--- src/rtl/present_pkg.sv ---
// Shared widths, frame lengths and FSM state type for the PRESENT-80 input staging path.
package present_pkg;
   localparam int WORD_W    = 16;
   localparam int KEY_W     = 80;
   localparam int BLK_W     = 64;
   localparam int KEY_WORDS = KEY_W / WORD_W;
   localparam int DAT_WORDS = BLK_W / WORD_W;
   localparam int CNT_W     = 3;

   typedef enum logic [1:0] {
      IDLE = 2'd0,
      KEY  = 2'd1,
      DAT  = 2'd2,
      HOLD = 2'd3
   } state_t;
endpackage

--- src/rtl/present_word_acc.sv ---
// MSW-first shift accumulator: each shifted word enters at the bottom, older words move up.
module present_word_acc #(
   parameter int WORD_W = 16,
   parameter int WORDS  = 4,
   parameter int W      = WORDS * WORD_W
) (
   input  logic              clk,
   input  logic              reset,
   input  logic              shift,
   input  logic [WORD_W-1:0] word,
   output logic [W-1:0]      value,
   output logic [W-1:0]      value_next
);
   logic [WORD_W-1:0] slot_reg [WORDS];

   always_ff @(posedge clk) begin
      if (reset) begin
         for (int i = 0; i < WORDS; i++) slot_reg[i] <= '0;
      end else if (shift) begin
         for (int i = WORDS - 1; i > 0; i--) slot_reg[i] <= slot_reg[i-1];
         slot_reg[0] <= word;
      end
   end

   genvar gi;
   generate
      for (gi = 0; gi < WORDS; gi++) begin : g_pack
         assign value[gi*WORD_W +: WORD_W] = slot_reg[gi];
      end
   endgenerate

   // Value as it will read after this cycle's shift, so a frame can complete on its last word.
   assign value_next = {value[W-WORD_W-1:0], word};
endmodule

--- src/rtl/present_block_loader.sv ---
// Collects 16-bit key/data words into {key, plaintext} pairs for the PRESENT-80 round pipeline.
module present_block_loader
   import present_pkg::*;
#(
   parameter int WORD_W = 16
) (
   input  logic              clk,
   input  logic              reset,
   input  logic              in_valid,
   output logic              in_ready,
   input  logic [WORD_W-1:0] in_word,
   input  logic              in_is_key,
   output logic              out_valid,
   input  logic              out_ready,
   output logic [KEY_W-1:0]  out_key,
   output logic [BLK_W-1:0]  out_dat,
   output logic              key_valid,
   output logic              err
);
   state_t           state_reg;
   logic [CNT_W-1:0] cnt_reg;
   logic             drop_reg;
   logic [KEY_W-1:0] key_reg;
   logic [KEY_W-1:0] out_key_reg;
   logic [BLK_W-1:0] out_dat_reg;
   logic             out_valid_reg;
   logic             key_valid_reg;
   logic             err_reg;

   logic             accept;
   logic             out_xfer;
   logic             key_shift;
   logic             dat_shift;
   logic [KEY_W-1:0] key_stage;
   logic [KEY_W-1:0] key_stage_next;
   logic [BLK_W-1:0] dat_stage;
   logic [BLK_W-1:0] dat_stage_next;

   assign in_ready  = (state_reg != HOLD);
   assign accept    = in_valid && in_ready;
   assign out_xfer  = out_valid_reg && out_ready;
   assign key_shift = accept && in_is_key && (state_reg != DAT);
   assign dat_shift = accept && !in_is_key && (state_reg != KEY);

   present_word_acc #(.WORD_W(WORD_W), .WORDS(KEY_WORDS), .W(KEY_W)) u_key_acc (
      .clk        (clk),
      .reset      (reset),
      .shift      (key_shift),
      .word       (in_word),
      .value      (key_stage),
      .value_next (key_stage_next)
   );

   present_word_acc #(.WORD_W(WORD_W), .WORDS(DAT_WORDS), .W(BLK_W)) u_dat_acc (
      .clk        (clk),
      .reset      (reset),
      .shift      (dat_shift),
      .word       (in_word),
      .value      (dat_stage),
      .value_next (dat_stage_next)
   );

   always_ff @(posedge clk) begin
      if (reset) begin
         state_reg     <= IDLE;
         cnt_reg       <= '0;
         drop_reg      <= 1'b0;
         key_reg       <= '0;
         out_key_reg   <= '0;
         out_dat_reg   <= '0;
         out_valid_reg <= 1'b0;
         key_valid_reg <= 1'b0;
         err_reg       <= 1'b0;
      end else begin
         err_reg <= 1'b0;
         // A slot reload further down overrides this drain.
         if (out_xfer) out_valid_reg <= 1'b0;

         case (state_reg)
            IDLE: begin
               if (accept) begin
                  cnt_reg <= CNT_W'(1);
                  if (in_is_key) begin
                     state_reg <= KEY;
                  end else begin
                     state_reg <= DAT;
                     drop_reg  <= !key_valid_reg;
                     err_reg   <= !key_valid_reg;
                  end
               end
            end
            KEY: begin
               if (accept) begin
                  if (!in_is_key) begin
                     err_reg   <= 1'b1;
                     state_reg <= IDLE;
                     cnt_reg   <= '0;
                  end else if (cnt_reg == CNT_W'(KEY_WORDS - 1)) begin
                     key_reg       <= key_stage_next;
                     key_valid_reg <= 1'b1;
                     state_reg     <= IDLE;
                     cnt_reg       <= '0;
                  end else begin
                     cnt_reg <= cnt_reg + CNT_W'(1);
                  end
               end
            end
            DAT: begin
               if (accept) begin
                  if (in_is_key) begin
                     err_reg   <= 1'b1;
                     state_reg <= IDLE;
                     cnt_reg   <= '0;
                     drop_reg  <= 1'b0;
                  end else if (cnt_reg == CNT_W'(DAT_WORDS - 1)) begin
                     cnt_reg  <= '0;
                     drop_reg <= 1'b0;
                     if (drop_reg) begin
                        state_reg <= IDLE;
                     end else if (!out_valid_reg || out_ready) begin
                        out_dat_reg   <= dat_stage_next;
                        out_key_reg   <= key_reg;
                        out_valid_reg <= 1'b1;
                        state_reg     <= IDLE;
                     end else begin
                        state_reg <= HOLD;
                     end
                  end else begin
                     cnt_reg <= cnt_reg + CNT_W'(1);
                  end
               end
            end
            HOLD: begin
               // No key word can be accepted here, so key_reg is still the completion-time key.
               if (out_ready) begin
                  out_dat_reg   <= dat_stage;
                  out_key_reg   <= key_reg;
                  out_valid_reg <= 1'b1;
                  state_reg     <= IDLE;
               end
            end
            default: state_reg <= IDLE;
         endcase
      end
   end

   assign out_valid = out_valid_reg;
   assign out_key   = out_key_reg;
   assign out_dat   = out_dat_reg;
   assign key_valid = key_valid_reg;
   assign err       = err_reg;
endmodule

--- config.mk ---
export PLATFORM = sky130hd
export DESIGN_NAME = present_block_loader
export DESIGN_NICKNAME = d
export VERILOG_FILES = /design/src/rtl/present_pkg.sv /design/src/rtl/present_word_acc.sv /design/src/rtl/present_block_loader.sv
export SDC_FILE = /design/constraint.sdc
export NUM_CORES = 1
export LEC_CHECK = 0
export CORE_MARGIN = 2
export CORE_UTILIZATION = 52
export CTS_BUF_LIST = sky130_fd_sc_hd__clkbuf_8
export DETAILED_ROUTE_END_ITERATION = 8
export PLACE_DENSITY = 0.78
export REMOVE_ABC_BUFFERS = 1
export SYNTH_ARGS = -nofsm -noshare
export SYNTH_HDL_FRONTEND = slang
export SYNTH_SLANG_ARGS = --single-unit
--- constraint.sdc ---
create_clock -name clk -period 6.45 [get_ports clk]
set_input_delay 0.9675 -clock clk [delete_from_list [all_inputs] [get_ports clk]]
set_output_delay 0.9675 -clock clk [all_outputs]
set_load 0.02 [all_outputs]
==> results of run 1 <==
## cell usage after synthesis (2+ instances only)
cell type  number  area [um2]
a211oi_1        4       30.03
a211oi_2       60       750.7
a21oi_1       166       830.8
a31oi_1         2       12.51
and2_1        130       813.3
buf_2          30       150.1
buf_4           8       60.06
buf_6           7       78.83
clkbuf_1       51       191.4
dfxtp_1       233        4664
edfxtp_1      128        3844
ha_1            9       112.6
inv_1          12       45.04
mux2i_1        65       650.6
nand2_1       324        1216
nand2b_1        3       18.77
nand3_1         4       20.02
nand4_1         2       12.51
nor2_1         70       262.8
nor2b_1         3       18.77
nor3_1          3       15.01
o21ai_0         4       20.02
o31ai_1         2       15.01
## layer usage
metal | vias to the layer above | global-route usage | routed length [um]
li1 | 4814 | - | -
met1 | 4672 | 0.2694 | 13510
met2 | 224 | 0.3476 | 14040
met3 | 56 | 0.03879 | 1349
met4 | 0 | 0.07084 | 787
met5 | - | 0 | 0
## area by class of cell
type                            count  area (um2)
Clock inverter                     41       190.2
Tap cell                          341       426.7
Fill cell                        2219        9823
Sequential cell                   361        8508
Clock buffer                       64       880.8
Multi-Input combinational cell    870        5070
Timing Repair Buffer              179        1782
Inverter                           12       45.04
## cell usage in the layout (no fill, tap or decap), drive strengths merged, types with 3 or more instances in the layout
| cell | count |
|---|---|
| mux2i | 65 |
| edfxtp | 128 |
| nor2b | 3 |
| and2 | 130 |
| clkdlybuf4s50 | 167 |
| nor3 | 4 |
| nand2b | 3 |
| o21ai | 4 |
| ha | 9 |
| nand2 | 324 |
| a211oi | 64 |
| a21oi | 167 |
| clkbuf | 64 |
| nand3 | 4 |
| buf | 12 |
| inv | 48 |
| dfxtp | 233 |
| nor2 | 70 |
## cell families (layout without fill, tap and decap cells)
kind of cell / Yosys count / count (layout) / synth area share
compound gates: 248 / 248 / 0.1256
fa+ha+maj: 9 / 9 / 0.008023
buf+inv: 109 / 296 / 0.03771
flops: 361 / 361 / 0.6062
mux: 65 / 65 / 0.04635
simple gates: 548 / 548 / 0.1761
## report_power, final
part	internal (mW)	leakage (nW)	switching [mW]	total, mW
logic	0.135	1.76	0.242	0.376
registers	2.46	3.24	0.0517	2.52
clock network	0.941	0.674	0.845	1.79
## worst min path at each step
| stage | startpoint | endpoint | slack (ns) | cells after the start |
|---|---|---|---|---|
| after CTS | out_key[12]$_SDFFE_PP0P_ | out_key[12]$_SDFFE_PP0P_ | 0.45 | 2 |
| after detailed placement | out_key[70]$_SDFFE_PP0P_ | out_key[70]$_SDFFE_PP0P_ | 0.44 | 2 |
| after floorplan | key_reg[0]$_SDFFE_PP0P_ | key_reg[0]$_SDFFE_PP0P_ | 0.43 | 2 |
| after global placement | out_key[9]$_SDFFE_PP0P_ | out_key[9]$_SDFFE_PP0P_ | 0.44 | 2 |
| after global routing | out_key[40]$_SDFFE_PP0P_ | out_key[40]$_SDFFE_PP0P_ | 0.46 | 2 |
| final | out_key[12]$_SDFFE_PP0P_ | out_key[12]$_SDFFE_PP0P_ | 0.45 | 2 |
## worst max-delay path, cell delays in order
cell             delay, ns
clkdlybuf4s50_1       0.71
nor2b_1               0.52
a41o_4                0.63
buf_12                0.52
nor2_1                0.12
a211oi_1              0.27
==> run_results.csv, run 1 <==
group,metric,value,unit
status,outcome,"finished clean",
synthesis,synthFlopType,"dfxtp_1",
synthesis,synth-seq-cells,361,
floorplan,die_y,168.3,um
synthesis,seq_area_frac_synth,0.6062,
detailed_routing,wl_per_cell,15.90,um
flow_run,drv_cap,0,
detailed_routing,via_per_inst,5.228,
detailed_routing,dr.pass1.iters,5,
synthesis,syn_area,14040,um2
clocking,hold_buffers,0,
clocking,tritoncts,"done",
floorplan,die_w,168.3,um
critical_path,worstSetupPathType,"in -> reg",
cells_and_area,finish.utilization,0.6324,
timing,holdWs,0.4484,ns
detailed_routing,drt_iter0_drc,567,
floorplan,rows,60,
detailed_routing,wl,29.69,mm
synthesis,ys.warnings.count,0,
worst_hold_path,hp-class,"reg -> reg",
timing,setup_violations,0,
critical_path,cp.required,6.93,ns
timing,fin_crit,3.329,ns
timing,rsz0062_at_grt,"no",
power,p_leak,5.670,nW
clocking,cts_sinks,361,
clocking,cts_buffers,56,
critical_path,worstPathArrival,3.81,ns
critical_path,crit_path_start_kind,"input pin",
synthesis,ys_types,43,
place,dp_slack,2.542,ns
cells_and_area,layout-drive-gt1-share,0.1002,
clocking,post-cts-setup-buffers,0,
critical_path,r2r_end,"out_dat[0]$_SDFFE_PP0P_",
place,port_buffers,168,
timing,slew_headroom,0.2412,
place,dp.cells,1763,
synthesis,synth-edff-count,128,
place,hpwl,17.10,mm
global_route,antenna_found_initial,0,
global_route,grt_pass1_vias,9616,
power,ir_drop,0.1565,mV
timing,min_period_over_period,0.5161,
synthesis,synthArstFlopShare,0,
global_route,grt_max_degree,118,
timing,max_freq,300.4,MHz
timing,finalClockSkew,0.02324,ns
global_route,grt_use_total,0.2067,
detailed_routing,antenna_left,0,
synthesis,syn-instance-count,1340,
detailed_routing,drc,0,
cells_and_area,syn2layout_area_growth,20.42,%
timing,setup_tns,0,ns
critical_path,crit_path_end,"out_dat[0]$_SDFFE_PP0P_",
cells_and_area,num_antenna_cells,0,
power,power_density,276.8,nW/um2
critical_path,reg2reg_depth,7,
global_route,overflow,0,
place,place_congestion,0.8886,
critical_path,path_max_fanout,117,
timing,report.final.slew_viol_count,0,
clocking,cts-htree-levels,2,
clocking,cts_max_path_buffers,3,
critical_path,cp-startpoint,"in_is_key",
timing,worstMarginPinSlew,1.138,ns
critical_path,critPathCaptureType,"flip-flop",
floorplan,die-area,28320,um2
critical_path,ff2ff_setup_slack,3.45,ns
cells_and_area,postLayoutCellArea,16900,um2
detailed_routing,vias,9766,
clocking,cts.clk_slew.worst_paths,0.06,ns
place,placed_area,15830,um2
global_route,grt_pass1_wl,48.33,mm
critical_path,regToRegStartpoint,"state_reg[0]$_SDFFE_PP0P_",
clocking,cts_root_buf,"clkbuf_8",
cells_and_area,fin_nets,1510,
timing,finalWorstSetupSlack,3.121,ns
floorplan,initial_core_util,0.5252,
power,p_total,4.679,mW
cells_and_area,finalNonFillerCells,1868,
clocking,cts.repair.resized,0,
floorplan,core,26730,um2
timing,hold_viol,0,
floorplan,io_pins,169,
clocking,clk_latency,0.58,ns
synthesis,syn_area_per_cell,10.47,um2
No activity file was read; power rests on OpenSTA's default activity.
==> run 2: changes to the inputs <==
Settings changed: CORE_UTILIZATION 52 to 58, PLACE_DENSITY 0.78 to 0.83.
Clock period 6.45 ns to 3.1 ns, I/O delays scaled along.
==> run_results.csv, run 2 (synthesized netlist as in run 1, its figures left out) <==
group,metric,value,unit
detailed_routing,dr.pass1.iters,5,
floorplan,die-area,25460,um2
detailed_routing,via_per_inst,5.345,
floorplan,core,23610,um2
worst_hold_path,hp-class,"in -> reg",
critical_path,regToRegStartpoint,"state_reg[0]$_SDFFE_PP0P_",
critical_path,worst-path-buf-inv,2,
power,p_total,9.855,mW
global_route,antenna_found_initial,0,
worst_hold_path,holdCritStartpoint,"reset",
timing,worstMarginPinSlew,1.015,ns
power,p_leak,5.735,nW
floorplan,die_y,159.6,um
critical_path,reg2reg_depth,7,
global_route,grt_max_degree,138,
detailed_routing,wl_per_cell,15.79,um
place,port_buffers,168,
clocking,cts_sinks,361,
critical_path,cp_top_family,"compound AO/OA/AOI/OAI gates",
timing,fin_crit,2.505,ns
timing,slew_headroom,0.3235,
floorplan,rows,56,
clocking,hold_buffers,0,
detailed_routing,antenna_left,0,
critical_path,cp.required,3.58,ns
critical_path,crit_chain,"inv_1 > ha_1 > nor2b_1 > a41o_4 > buf_12 > nor2_1 > a211oi_1",
timing,holdWs,0.3129,ns
place,dp.cells,1748,
critical_path,r2r_end,"out_dat[0]$_SDFFE_PP0P_",
flow_run,drv_cap,0,
global_route,grt_use_total,0.2285,
status,outcome,"finished clean",
timing,hold_viol,0,
floorplan,die_w,159.6,um
timing,rsz0062_at_grt,"no",
worst_hold_path,hold_path_depth,4,
cells_and_area,layout_commonest_cell,"nand2_1",
detailed_routing,vias,9905,
timing,finalClockSkew,0.01514,ns
clocking,cts_max_path_buffers,3,
place,hpwl,17.46,mm
floorplan,initial_core_util,0.5944,
clocking,cts.repair.resized,0,
cells_and_area,fin_nets,1517,
clocking,cts_buffers,56,
critical_path,crit_path_start_kind,"flip-flop",
cells_and_area,num_antenna_cells,0,
clocking,clk_latency,0.58,ns
worst_hold_path,hold_end,"cnt_reg[0]$_SDFFE_PP0P_",
clocking,cts_root_buf,"clkbuf_8",
timing,report.final.slew_viol_count,0,
critical_path,critPathCaptureType,"flip-flop",
detailed_routing,wl,29.27,mm
cells_and_area,finish.utilization,0.7237,
critical_path,worstPathArrival,2.99,ns
timing,setup_violations,0,
power,ir_drop,0.3483,mV
cells_and_area,layout_common_cells,"nand2_1 (324), dfxtp_1 (233), clkdlybuf4s50_1 (167)",
cells_and_area,layout-drive-gt1-share,0.1082,
clocking,cts.clk_slew.worst_paths,0.06,ns
timing,max_freq,399.1,MHz
critical_path,critical_path.max_stage_delay,0.46,ns
global_route,grt_pass1_vias,10020,
clocking,tritoncts,"done",
cells_and_area,syn2layout_area_growth,21.75,%
critical_path,critPathSlowestCell,"a41o_4",
critical_path,path_max_fanout,48,
clocking,cts-htree-levels,2,
timing,finalWorstSetupSlack,0.5946,ns
timing,min_period_over_period,0.8082,
critical_path,worstSetupPathType,"reg -> reg",
place,place_congestion,0.8688,
power,power_density,576.7,nW/um2
floorplan,io_pins,169,
place,dp_slack,0.5254,ns
critical_path,ff2ff_setup_slack,0.59,ns
clocking,post-cts-setup-buffers,0,
cells_and_area,finalNonFillerCells,1853,
detailed_routing,drc,0,
global_route,overflow,0,
detailed_routing,drt_iter0_drc,880,
global_route,grt_pass1_wl,48.61,mm
==> run 2: worst register-to-register path: stages (launching register included) <==
cell and delay [ns]:
dfxtp_1 0.35, inv_1 0.12, ha_1 0.35, nor2b_1 0.45, a41o_4 0.46, buf_12 0.29, nor2_1 0.12, a211oi_1 0.26
==> run 2: cell type report <==
type,instances,area (um2)
inverters,12,45.04
fillers,1687,6524
multi-input cells,870,5070
well taps,319,399.1
clock inverters,39,198.9
flip-flops and latches,361,8508
repair buffers,186,1959
clock buffers,66,908.4
==> run 2: worst max-delay path by stage <==
stage	depth (start not counted)	endpoint	startpoint	slack, ns
final	7	out_dat[0]$_SDFFE_PP0P_	state_reg[0]$_SDFFE_PP0P_	0.59
after global routing	7	out_dat[0]$_SDFFE_PP0P_	state_reg[0]$_SDFFE_PP0P_	0.40
after CTS	3	in_ready	state_reg[0]$_SDFFE_PP0P_	0.60
after detailed placement	6	out_dat[0]$_SDFFE_PP0P_	in_is_key	0.53
after global placement	6	out_dat[43]$_SDFFE_PP0P_	in_is_key	0.63
after floorplan	5	out_dat[10]$_SDFFE_PP0P_	state_reg[0]$_SDFFE_PP0P_	-4.58
==> run 2: metal layers <==
layer | global-route usage | share of wire | up-vias
li1 | - | - | 4837
met1 | 0.2875 | 0.43 | 4748
met2 | 0.3971 | 0.50 | 271
met3 | 0.03985 | 0.053 | 49
met4 | 0.08140 | 0.022 | 0
met5 | 0 | 0 | -
==> run 2: power breakdown <==
part | switching (mW) | internal, mW
combinational | 0.502 | 0.300
clock | 1.79 | 2.03
sequential | 0.111 | 5.13
total | 2.40 | 7.45
==> run 2: stage by stage <==
| stage | area, um2 | setup TNS [ns] |
|---|---|---|
| after floorplan | 13550 | -1277.30 |
| after global placement | 15980 | 0 |
| after detailed placement | 15980 | 0 |
| after CTS | 17090 | 0 |
| after global routing | 17090 | 0 |
| final | 17090 | 0 |
